===== src/rtl/wb_dcache_assoc_ctrl.sv =====
`default_nettype none
// ============================================================================
//  Module      : wb_dcache_assoc_ctrl
//  Description : Set-associative write-back data cache controller. Serves
//                LSU/MMU hits, evicts dirty victims, refills lines by beat
//                bursts and walks every (set, way) for a full flush.
//  Revision    : 1.0 - initial release
// ============================================================================
module wb_dcache_assoc_ctrl #(
  parameter int NUM_WAYS       = 2,
  parameter int NUM_SETS       = 64,
  parameter int BEATS_PER_LINE = 4
) (
  input  logic                                clk_i,
  input  logic                                rst_ni,
  input  logic                                lsummu2dcache_req_i,
  input  logic                                lsummu2dcache_wr_i,
  input  logic                                dmem_sel_i,
  output logic                                dcache2lsummu_ack_o,
  input  logic [NUM_WAYS-1:0]                 cache_hit_way_i,
  input  logic [NUM_WAYS-1:0]                 cache_valid_way_i,
  input  logic [NUM_WAYS-1:0]                 cache_dirty_way_i,
  output logic [NUM_WAYS-1:0]                 cache_way_sel_o,
  output logic                                cache_wr_o,
  output logic                                cache_line_wr_o,
  output logic                                cache_writeback_req_o,
  output logic                                cache_clean_o,
  output logic [$clog2(BEATS_PER_LINE)-1:0]   beat_idx_o,
  input  logic                                flush_req_i,
  output logic                                flush_ack_o,
  output logic                                flush_active_o,
  output logic [$clog2(NUM_SETS)-1:0]         flush_set_idx_o,
  input  logic                                mem2dcache_ack_i,
  output logic                                dcache2mem_req_o,
  output logic                                dcache2mem_wr_o,
  output logic                                dcache2mem_last_o
);

  localparam int BEAT_W = $clog2(BEATS_PER_LINE);
  localparam int SET_W  = $clog2(NUM_SETS);
  localparam int WAY_W  = $clog2(NUM_WAYS);

  localparam logic [BEAT_W-1:0] C_LAST_BEAT = BEAT_W'(BEATS_PER_LINE - 1);
  localparam logic [SET_W-1:0]  C_LAST_SET  = SET_W'(NUM_SETS - 1);
  localparam logic [WAY_W-1:0]  C_LAST_WAY  = WAY_W'(NUM_WAYS - 1);

  typedef enum logic [2:0] {
    S_IDLE        = 3'd0,
    S_READ        = 3'd1,
    S_WRITE       = 3'd2,
    S_WRITE_BACK  = 3'd3,
    S_ALLOCATE    = 3'd4,
    S_FLUSH_CHECK = 3'd5,
    S_FLUSH_WB    = 3'd6,
    S_FLUSH_DONE  = 3'd7
  } state_t;

  state_t               r_state;
  logic                 r_lsu_ack;
  logic                 r_cache_wr;
  logic                 r_wb_req;
  logic                 r_mem_req;
  logic                 r_mem_wr;
  logic                 r_flush_ack;
  logic                 r_flush_active;
  logic                 r_used_rr;     // victim came from the round-robin pointer
  logic                 r_abort;       // select dropped during the write-back burst
  logic [NUM_WAYS-1:0]  r_way_sel;
  logic [BEAT_W-1:0]    r_beat;
  logic [SET_W-1:0]     r_set;
  logic [WAY_W-1:0]     r_fway;
  logic [WAY_W-1:0]     r_rr_ptr;

  logic                 w_lsu_go;
  logic                 w_any_hit;
  logic                 w_beat_done;
  logic                 w_last_beat;
  logic                 w_flush_last;
  logic                 w_flush_dirty;
  logic                 w_inv_found;
  logic [WAY_W-1:0]     w_victim_idx;
  logic [NUM_WAYS-1:0]  w_victim_oh;
  logic                 w_victim_dirty;

  assign w_lsu_go      = lsummu2dcache_req_i & dmem_sel_i;
  assign w_any_hit     = |cache_hit_way_i;
  // Only a burst state holds r_mem_req high, so stray memory acks are ignored
  assign w_beat_done   = r_mem_req & mem2dcache_ack_i;
  assign w_last_beat   = (r_beat == C_LAST_BEAT);
  assign w_flush_last  = (r_set == C_LAST_SET) && (r_fway == C_LAST_WAY);
  assign w_flush_dirty = cache_valid_way_i[r_fway] & cache_dirty_way_i[r_fway];

  // Victim choice: lowest-index invalid way, otherwise the round-robin pointer
  always_comb begin
    w_victim_idx = r_rr_ptr;
    w_inv_found  = 1'b0;
    for (int i = NUM_WAYS - 1; i >= 0; i--) begin
      if (!cache_valid_way_i[i]) begin
        w_victim_idx = WAY_W'(i);
        w_inv_found  = 1'b1;
      end
    end
  end

  assign w_victim_oh    = NUM_WAYS'(1) << w_victim_idx;
  assign w_victim_dirty = cache_valid_way_i[w_victim_idx] & cache_dirty_way_i[w_victim_idx];

  // Controller FSM with registered outputs and burst/flush counters
  always_ff @(posedge clk_i or negedge rst_ni) begin
    if (!rst_ni) begin
      r_state        <= S_IDLE;
      r_lsu_ack      <= 1'b0;
      r_cache_wr     <= 1'b0;
      r_wb_req       <= 1'b0;
      r_mem_req      <= 1'b0;
      r_mem_wr       <= 1'b0;
      r_flush_ack    <= 1'b0;
      r_flush_active <= 1'b0;
      r_used_rr      <= 1'b0;
      r_abort        <= 1'b0;
      r_way_sel      <= '0;
      r_beat         <= '0;
      r_set          <= '0;
      r_fway         <= '0;
      r_rr_ptr       <= '0;
    end else begin
      r_lsu_ack   <= 1'b0;
      r_cache_wr  <= 1'b0;
      r_flush_ack <= 1'b0;
      case (r_state)
        S_IDLE: begin
          r_way_sel <= '0;
          if (flush_req_i) begin
            r_state        <= S_FLUSH_CHECK;
            r_flush_active <= 1'b1;
            r_set          <= '0;
            r_fway         <= '0;
          end else if (w_lsu_go) begin
            if (w_any_hit) begin
              r_way_sel <= cache_hit_way_i;
              r_lsu_ack <= 1'b1;
              if (lsummu2dcache_wr_i) begin
                r_cache_wr <= 1'b1;
                r_state    <= S_WRITE;
              end else begin
                r_state <= S_READ;
              end
            end else begin
              r_way_sel <= w_victim_oh;
              r_used_rr <= ~w_inv_found;
              r_abort   <= 1'b0;
              r_beat    <= '0;
              r_mem_req <= 1'b1;
              if (w_victim_dirty) begin
                r_mem_wr <= 1'b1;
                r_wb_req <= 1'b1;
                r_state  <= S_WRITE_BACK;
              end else begin
                r_state <= S_ALLOCATE;
              end
            end
          end
        end
        S_READ, S_WRITE: begin
          r_way_sel <= '0;
          r_state   <= S_IDLE;
        end
        S_WRITE_BACK: begin
          if (!dmem_sel_i) r_abort <= 1'b1;
          if (w_beat_done) begin
            if (w_last_beat) begin
              r_beat   <= '0;
              r_wb_req <= 1'b0;
              r_mem_wr <= 1'b0;
              // A dropped select ends the transaction once the line is out
              if (r_abort || !dmem_sel_i) begin
                r_mem_req <= 1'b0;
                r_way_sel <= '0;
                r_state   <= S_IDLE;
              end else begin
                r_state <= S_ALLOCATE;
              end
            end else begin
              r_beat <= r_beat + BEAT_W'(1);
            end
          end
        end
        S_ALLOCATE: begin
          if (w_beat_done) begin
            if (w_last_beat) begin
              r_beat    <= '0;
              r_mem_req <= 1'b0;
              r_way_sel <= '0;
              r_state   <= S_IDLE;
              if (r_used_rr) r_rr_ptr <= r_rr_ptr + WAY_W'(1);
            end else begin
              r_beat <= r_beat + BEAT_W'(1);
            end
          end
        end
        S_FLUSH_CHECK: begin
          if (w_flush_dirty) begin
            r_way_sel <= NUM_WAYS'(1) << r_fway;
            r_beat    <= '0;
            r_mem_req <= 1'b1;
            r_mem_wr  <= 1'b1;
            r_wb_req  <= 1'b1;
            r_state   <= S_FLUSH_WB;
          end else if (w_flush_last) begin
            r_flush_ack <= 1'b1;
            r_state     <= S_FLUSH_DONE;
          end else begin
            r_fway <= r_fway + WAY_W'(1);
            if (r_fway == C_LAST_WAY) r_set <= r_set + SET_W'(1);
          end
        end
        S_FLUSH_WB: begin
          if (w_beat_done) begin
            if (w_last_beat) begin
              r_beat    <= '0;
              r_mem_req <= 1'b0;
              r_mem_wr  <= 1'b0;
              r_wb_req  <= 1'b0;
              r_way_sel <= '0;
              if (w_flush_last) begin
                r_flush_ack <= 1'b1;
                r_state     <= S_FLUSH_DONE;
              end else begin
                r_fway  <= r_fway + WAY_W'(1);
                if (r_fway == C_LAST_WAY) r_set <= r_set + SET_W'(1);
                r_state <= S_FLUSH_CHECK;
              end
            end else begin
              r_beat <= r_beat + BEAT_W'(1);
            end
          end
        end
        S_FLUSH_DONE: begin
          r_flush_active <= 1'b0;
          r_set          <= '0;
          r_fway         <= '0;
          r_state        <= S_IDLE;
        end
        default: r_state <= S_IDLE;
      endcase
    end
  end

  // LSU-facing strobes are squashed as soon as the memory select goes away
  assign dcache2lsummu_ack_o   = r_lsu_ack & dmem_sel_i;
  assign cache_wr_o            = r_cache_wr & dmem_sel_i;
  assign cache_way_sel_o       = r_way_sel;
  // Refill data and dirty clear happen in the cycle the memory beat lands
  assign cache_line_wr_o       = (r_state == S_ALLOCATE) & mem2dcache_ack_i;
  assign cache_clean_o         = (r_state == S_FLUSH_WB) & mem2dcache_ack_i & w_last_beat;
  assign cache_writeback_req_o = r_wb_req;
  assign beat_idx_o            = r_beat;
  assign flush_ack_o           = r_flush_ack;
  assign flush_active_o        = r_flush_active;
  assign flush_set_idx_o       = r_set;
  assign dcache2mem_req_o      = r_mem_req;
  assign dcache2mem_wr_o       = r_mem_wr;
  assign dcache2mem_last_o     = r_mem_req & w_last_beat;

endmodule
`default_nettype wire


===== config.mk =====
export PLATFORM = sky130hd
export DESIGN_NAME = wb_dcache_assoc_ctrl
export DESIGN_NICKNAME = d
export VERILOG_FILES = /design/src/rtl/wb_dcache_assoc_ctrl.sv
export SDC_FILE = /design/constraint.sdc
export NUM_CORES = 1
export LEC_CHECK = 0
export ABC_AREA = 1
export ABC_CLOCK_PERIOD_IN_PS = 1500
export BUFFER_PORTS_ARGS = -buffer_cell sky130_fd_sc_hd__clkbuf_2
export CAP_MARGIN = 10
export CORE_MARGIN = 3
export CORE_UTILIZATION = 50
export CTS_BUF_LIST = sky130_fd_sc_hd__clkbuf_2
export DETAILED_ROUTE_END_ITERATION = 8
export GPL_TIMING_DRIVEN = 0
export HOLD_SLACK_MARGIN = 0.05
export PLACE_DENSITY = 0.74
export SLEW_MARGIN = 20
export SYNTH_ARGS = -nofsm -noshare
export SYNTH_HDL_FRONTEND = slang
export SYNTH_SLANG_ARGS = --single-unit

===== constraint.sdc =====
create_clock -name clk_i -period 1.5 [get_ports clk_i]
set_input_delay 0.075 -clock clk_i [delete_from_list [all_inputs] [get_ports clk_i]]
set_output_delay 0.075 -clock clk_i [all_outputs]
set_load 0.02 [all_outputs]

==> flow_summary.yaml, run 1 <==
worst_setup_path:
  slowest_stage: "dfrtp_1"
  end_kind: "register"
  cpPeakStageDelay_ps: 440
  cp.arrival_ps: 1830
  worstSetupStartpointType: "register"
  required_ps: 1780
  critPathMostFrequentCell: "nand3_4"
  worst-path-max-fanout: 8
  r2r-start: "r_state[0]$_DFFE_PN0P_"
  timing.rr.end: "flush_set_idx_o[3]$_DFFE_PN0P_"
  path_cells: "buf_6, inv_6, nand3_4, buf_12, nand3_4, nand2_2, inv_2, nand3_4, clkbuf_16, o21ai_2"
  rrSetupSlack_ps: -50
  setup.worst_path.class: "reg2reg"
  ff2ff_path_depth: 10
clock_tree:
  cts_sinks: 23
  cts_max_level: 1
  insertion_delay_ps: 350
  cts_tree: "yes"
  cts_buffers: 3
  cts_root_buf: "clkbuf_2"
  cts.clk_slew.worst_paths_ps: 240
  max-clock-path-buffers: 2
final_layout:
  drive_gt1_frac: 0.431
  nets: 315
  multi_input_area_um2: 1200
  final_cell_mix: "nand2_1 (69), clkbuf_2 (33), nand3_1 (21), dfrtp_1 (21), inv_1 (18)"
  finish.instance_area_um2: 2390
  nFillCells: 254
  antenna_cells: 0
  final_common_cell: "nand2_1"
  area_growth_pct: 35.1
  seq_area_um2: 578
run_status:
  status: "finished with violations"
  violations: "negative setup slack"
synthesis:
  yosysWarnings: 0
  synth.distinct_cells: 35
  synth_top_cell_by_area: "dfrtp_1"
  ys_seq_elements: 23
  synth_area_um2: 1770
  synth_ff_type: "dfrtp_1"
  synth.avg_cell_area_um2: 7.30
  syn_inst: 243
  syn-num-nets: 258
  synthArstFlopShare: 1.00
  synthTopCellsByArea: "dfrtp_1 (32%), nand2_1 (17%), nand3_1 (6.8%)"
  synth.yosys.seq_area_share: 0.325
  yosysTopAreaCellShare: 0.325
  synth-edff-count: 0
floorplan:
  rows: 20
  die_w_um: 65.5
  die_area_um2: 4300
  io-pin-count: 33
  core_um2: 3200
  initial_core_util: 0.554
  fp.dieH_um: 65.5
drt:
  wl_met3_um: 256
  route.met2.wl_mm: 2.07
  firstDrtPassIters: 4
  avgViaCountPerCell: 5.22
  drt_iter0_drc: 101
  wirelength_met1_mm: 2.04
  detail_route.wl_per_cell_um: 13.1
  highest-signal-layer: "met4"
  ant_nets: 0
  drc: 0
  wl_mm: 4.49
  vias: 1792
sta:
  fin_crit_sh: 1.03
  fin_ws_ps: -45.3
  setup_tns_ps: -205
  slew_headroom: 0.611
  clock.fmax_mhz: 647
  clock_skew_ps: 20.8
  rsz0062_at_grt: "true"
  min_period_ps: 1550
  drv_slew: 0
  timing.final.hold_violations: 0
  tightest_slew_ps: 584
  setup_viol: 7
power_and_ir_drop:
  power_frac_seq: 0.214
  switching_share: 0.508
  intPower_w: 0.00199
  p_switching_w: 0.00206
  power.density_nw_per_um2: 1690
  p_clk_frac: 0.065
  comb_power_share: 0.721
  peakVddDrop_mv: 0.995
  p_leak_nw: 1.25
run:
  cap_violations: 0
place:
  placed_area_um2: 1990
  gp_congestion: 0.894
  place.port_buffers: 32
  post-dp-hpwl_mm: 3.07
hold_path:
  min-delay-start: "dmem_sel_i"
  min_to: "r_abort$_DFFE_PN0P_"
  hp-class: "in2reg"
  hold_depth: 4
grt:
  grt_pass1_wl_mm: 7.38
  antenna_found_initial: 0
  grt_pass1_vias: 1642
  grt_max_degree: 24
  overflow: 0
  grt_use_total: 0.221
[critical path: cells and delay by family (launching register included)]
kind / cells / cell delay, ps
flops: 1 / 440
simple gates: 4 / 310
buf+inv: 5 / 620
compound gates: 1 / 110
[through the flow]
| step | power (W) | worst slack, ps | hold slack, ps | util | cells |
|---|---|---|---|---|---|
| 3_5_place_dp | 0.00306 | -26.6 | 102 | 0.621 | 319 |
| 2_1_floorplan | 0.00262 | 10.3 | -221 | - | 243 |
| 3_3_place_gp | 0.00303 | -14.9 | 99.3 | 0.621 | 319 |
| 4_1_cts | 0.00352 | -21.3 | 52.1 | 0.683 | 339 |
| 6_report | 0.00405 | -45.3 | 49.3 | 0.748 | 343 |
| 5_1_grt | 0.00437 | -90.1 | 91.4 | 0.748 | 343 |
[worst max-delay path by stage]
stage,startpoint,to,slack (ps),cells after the start
after floorplan,flush_set_idx_o[0]$_DFFE_PN0P_,flush_set_idx_o[4]$_DFFE_PN0P_,10,8
after global placement,beat_idx_o[0]$_DFFE_PN0P_,flush_set_idx_o[0]$_DFFE_PN0P_,-10,8
after detailed placement,beat_idx_o[1]$_DFFE_PN0P_,flush_set_idx_o[1]$_DFFE_PN0P_,-30,8
after CTS,r_state[0]$_DFFE_PN0P_,cache_clean_o,-20,5
after global routing,r_state[0]$_DFFE_PN0P_,flush_set_idx_o[3]$_DFFE_PN0P_,-90,10
final,r_state[0]$_DFFE_PN0P_,flush_set_idx_o[3]$_DFFE_PN0P_,-50,10
[kinds of logic after synthesis]
group / Yosys count / share of synthesized area
and+or+nand+nor: 162 / 0.476
buffers and inverters: 33 / 0.0917
adders and majority gates: 2 / 0.0141
DFF: 23 / 0.325
xor gates and xnor gates: 4 / 0.0198
AOI/OAI and AO/OA: 19 / 0.0734
[cell usage after synthesis, types with 5 or more instances]
| cell type | n |
|---|---|
| o21ai_2 | 7 |
| dfrtp_1 | 23 |
| nor2_2 | 7 |
| nand3_2 | 5 |
| nand2_2 | 10 |
| nand3_1 | 24 |
| nand2_1 | 78 |
| a21oi_1 | 5 |
| nor2_1 | 18 |
| inv_2 | 5 |
| inv_1 | 20 |
[sequential cells by signal (all words and copies together) (netlist names)]
register,flops
flush_set_idx_o,6
r_state,3
beat_idx_o,2
cache_way_sel_o,2
dcache2mem_req_o,1
dcache2mem_wr_o,1
flush_ack_o,1
flush_active_o,1
r_abort,1
r_cache_wr,1
r_fway,1
r_lsu_ack,1
r_rr_ptr,1
r_used_rr,1
[cell type report]
class,instances,share of cell area
inverter,28,0.0507
sequential,23,0.241
clock inverter,1,0.00209
buffer,5,0.0272
timing repair buffer,52,0.150
multi-input combinational,187,0.499
tap,44,0.0230
clock buffer,3,0.00627
[timing repair]
| item | 4_1_cts | 5_1_grt |
|---|---|---|
| gates resized for setup | 9 | 43 |
| endpoints found under the setup margin | 9 | 19 |
| hold buffers | 4 | 0 |
| hold endpoints to repair | 25 | 0 |
| setup buffers | 11 | 4 |
| pin swaps | 3 | 9 |
| cloned | 1 | 1 |
[per-layer routing]
metal | track usage | vias up
met1 | 0.300 | 823
met2 | 0.370 | 63
met4 | 0.0518 | 0
met5 | 0 | -
li1 | - | 886
met3 | 0.0291 | 20
[power groups by stage]
stage               Clock [W]  Combinational (W)  Sequential, W
global route         0.000289            0.00320       0.000887
finish               0.000262            0.00292       0.000867
CTS                  0.000263            0.00240       0.000864
floorplan                   0            0.00167       0.000947
detailed placement          0            0.00218       0.000882
global placement            0            0.00215       0.000875
Power figures use the tool's default switching activity.
==> run 2, diff against run 1 <==
- CTS_BUF_LIST: sky130_fd_sc_hd__clkbuf_2 -> sky130_fd_sc_hd__clkbuf_8 sky130_fd_sc_hd__clkbuf_16
==> run 2 against run 1 <==
  * The run now ends clean
  * Setup slack better by 56 ps
  * Total power up 3.2%
  * Routed wire length up 2.8%
  * Non-clock buffer count down 1
  * Final area down 0.94%
  * Global-route usage up 0.56 points
  * Critical path type unchanged
==> flow_summary.yaml, run 2 (synthesized netlist as in run 1, its figures left out) <==
run_status:
  status: "finished clean"
floorplan:
  rows: 20
  initial_core_util: 0.554
  fp.dieH_um: 65.5
  die_w_um: 65.5
  die_area_um2: 4300
  io-pin-count: 33
  core_um2: 3200
sta:
  drv_slew: 0
  timing.final.hold_violations: 0
  tightest_slew_ps: 577
  clock.fmax_mhz: 671
  min_period_ps: 1490
  setup_tns_ps: 0
  setup_viol: 0
  fin_crit_sh: 0.993
  rsz0062_at_grt: "true"
  hold_ws_ps: 121
  slew_headroom: 0.615
  fin_ws_ps: 10.2
  clock_skew_ps: 4.61
place:
  placed_area_um2: 1990
  gp_congestion: 0.894
  place_worst_setup_slack_ps: -26.6
  place.port_buffers: 32
  post-dp-hpwl_mm: 3.07
final_layout:
  final_common_cell: "nand2_1"
  area_growth_pct: 33.8
  seq_area_um2: 578
  antenna_cells: 0
  finish.instance_area_um2: 2370
  nets: 314
  nFillCells: 260
  largest_reg_flops: 6
  final_util: 0.741
  multi_input_area_um2: 1190
  drive_gt1_frac: 0.433
  final_cell_mix: "nand2_1 (67), clkbuf_2 (30), nand3_1 (23)"
worst_setup_path:
  crit_end: "flush_set_idx_o[0]$_DFFE_PN0P_"
  worst-path-max-fanout: 6
  worstSetupStartpointType: "register"
  slowest_stage: "dfrtp_1"
  startpoint: "r_state[0]$_DFFE_PN0P_"
  r2r-start: "r_state[0]$_DFFE_PN0P_"
  path_cells: "buf_6, inv_6, nand3_4, nand3_2, nand2_2, inv_2, nand3_4, buf_8, nand2_2, o21ai_2"
  timing.rr.end: "flush_set_idx_o[0]$_DFFE_PN0P_"
  ff2ff_path_depth: 10
  rrSetupSlack_ps: 10
  required_ps: 1670
  setup.worst_path.class: "reg2reg"
  cp.arrival_ps: 1660
  end_kind: "register"
  cpPeakStageDelay_ps: 390
run:
  cap_violations: 0
grt:
  grt_use_total: 0.226
  grt_max_degree: 24
  antenna_found_initial: 0
  overflow: 0
  grt_pass1_wl_mm: 7.53
  grt_pass1_vias: 1703
clock_tree:
  cts_tree: "yes"
  cts.clk_slew.worst_paths_ps: 90
  cts_root_buf: "clkbuf_8"
  cts_max_level: 1
  cts_sinks: 23
  insertion_delay_ps: 270
  cts_buffers: 3
  max-clock-path-buffers: 2
drt:
  avgViaCountPerCell: 5.20
  detail_route.wl_per_cell_um: 13.5
  ant_nets: 0
  firstDrtPassIters: 4
  drc: 0
  vias: 1778
  drt_iter0_drc: 69
  wl_mm: 4.61
hold_path:
  hold_depth: 3
  hp-class: "in2reg"
power_and_ir_drop:
  peakVddDrop_mv: 1.17
  power.density_nw_per_um2: 1760
  p_leak_nw: 1.24
-- run 2: stage by stage --
step	std cells	power [W]
after global routing	342	0.00450
after floorplan	243	0.00262
after detailed placement	319	0.00306
final	342	0.00418
after CTS	338	0.00381
after global placement	319	0.00303
-- run 2: worst min-delay path by stage --
stage / start / to
after detailed placement: rst_ni / r_abort$_DFFE_PN0P_
final: cache_valid_way_i[1] / r_used_rr$_DFFE_PN0P_
after global placement: rst_ni / r_abort$_DFFE_PN0P_
after floorplan: rst_ni / beat_idx_o[0]$_DFFE_PN0P_
after global routing: cache_valid_way_i[0] / r_used_rr$_DFFE_PN0P_
after CTS: cache_valid_way_i[1] / r_used_rr$_DFFE_PN0P_
-- run 2: area by class of cell --
type,count,share of cell area
plain buffers,5,0.0253
clock buffers,3,0.0174
clock inverters,1,0.00211
inverters,28,0.0485
multi-input cells,187,0.501
flip-flops and latches,23,0.244
well taps,44,0.0232
repair buffers,51,0.139
-- run 2: metal layers --
metal	vias to the layer above	wire length [µm]	part of all wire	track usage
met5	-	0	0	0
met4	0	82	0.018	0.0855
met3	8	248	0.054	0.0222
met2	56	2250	0.49	0.387
met1	827	2030	0.44	0.293
li1	887	-	-	-
-- run 2: power by group --
part           internal, W  leakage [nW]  total [W]  switching, W
logic              0.00117         0.926    0.00292       0.00175
registers         0.000769         0.293   0.000866     0.0000973
clock network     0.000186        0.0255   0.000397      0.000211
-- run 2: worst max-delay path, delay by kind of cell (launching register included) --
family,cells,cell delay [ps]
DFF,1,390
and+or+nand+nor,5,490
AOI/OAI and AO/OA,1,40
buffers and inverters,4,450
-- run 2: what timing repair did --
item / CTS / global route
gates resized for setup: 9 / 39
pin swaps: 5 / 10
gates cloned: 1 / 0
buffers inserted: 12 / 4
hold buffers: 2 / 0
hold endpoints to repair: 24 / 0
endpoints found under the setup margin: 7 / 19
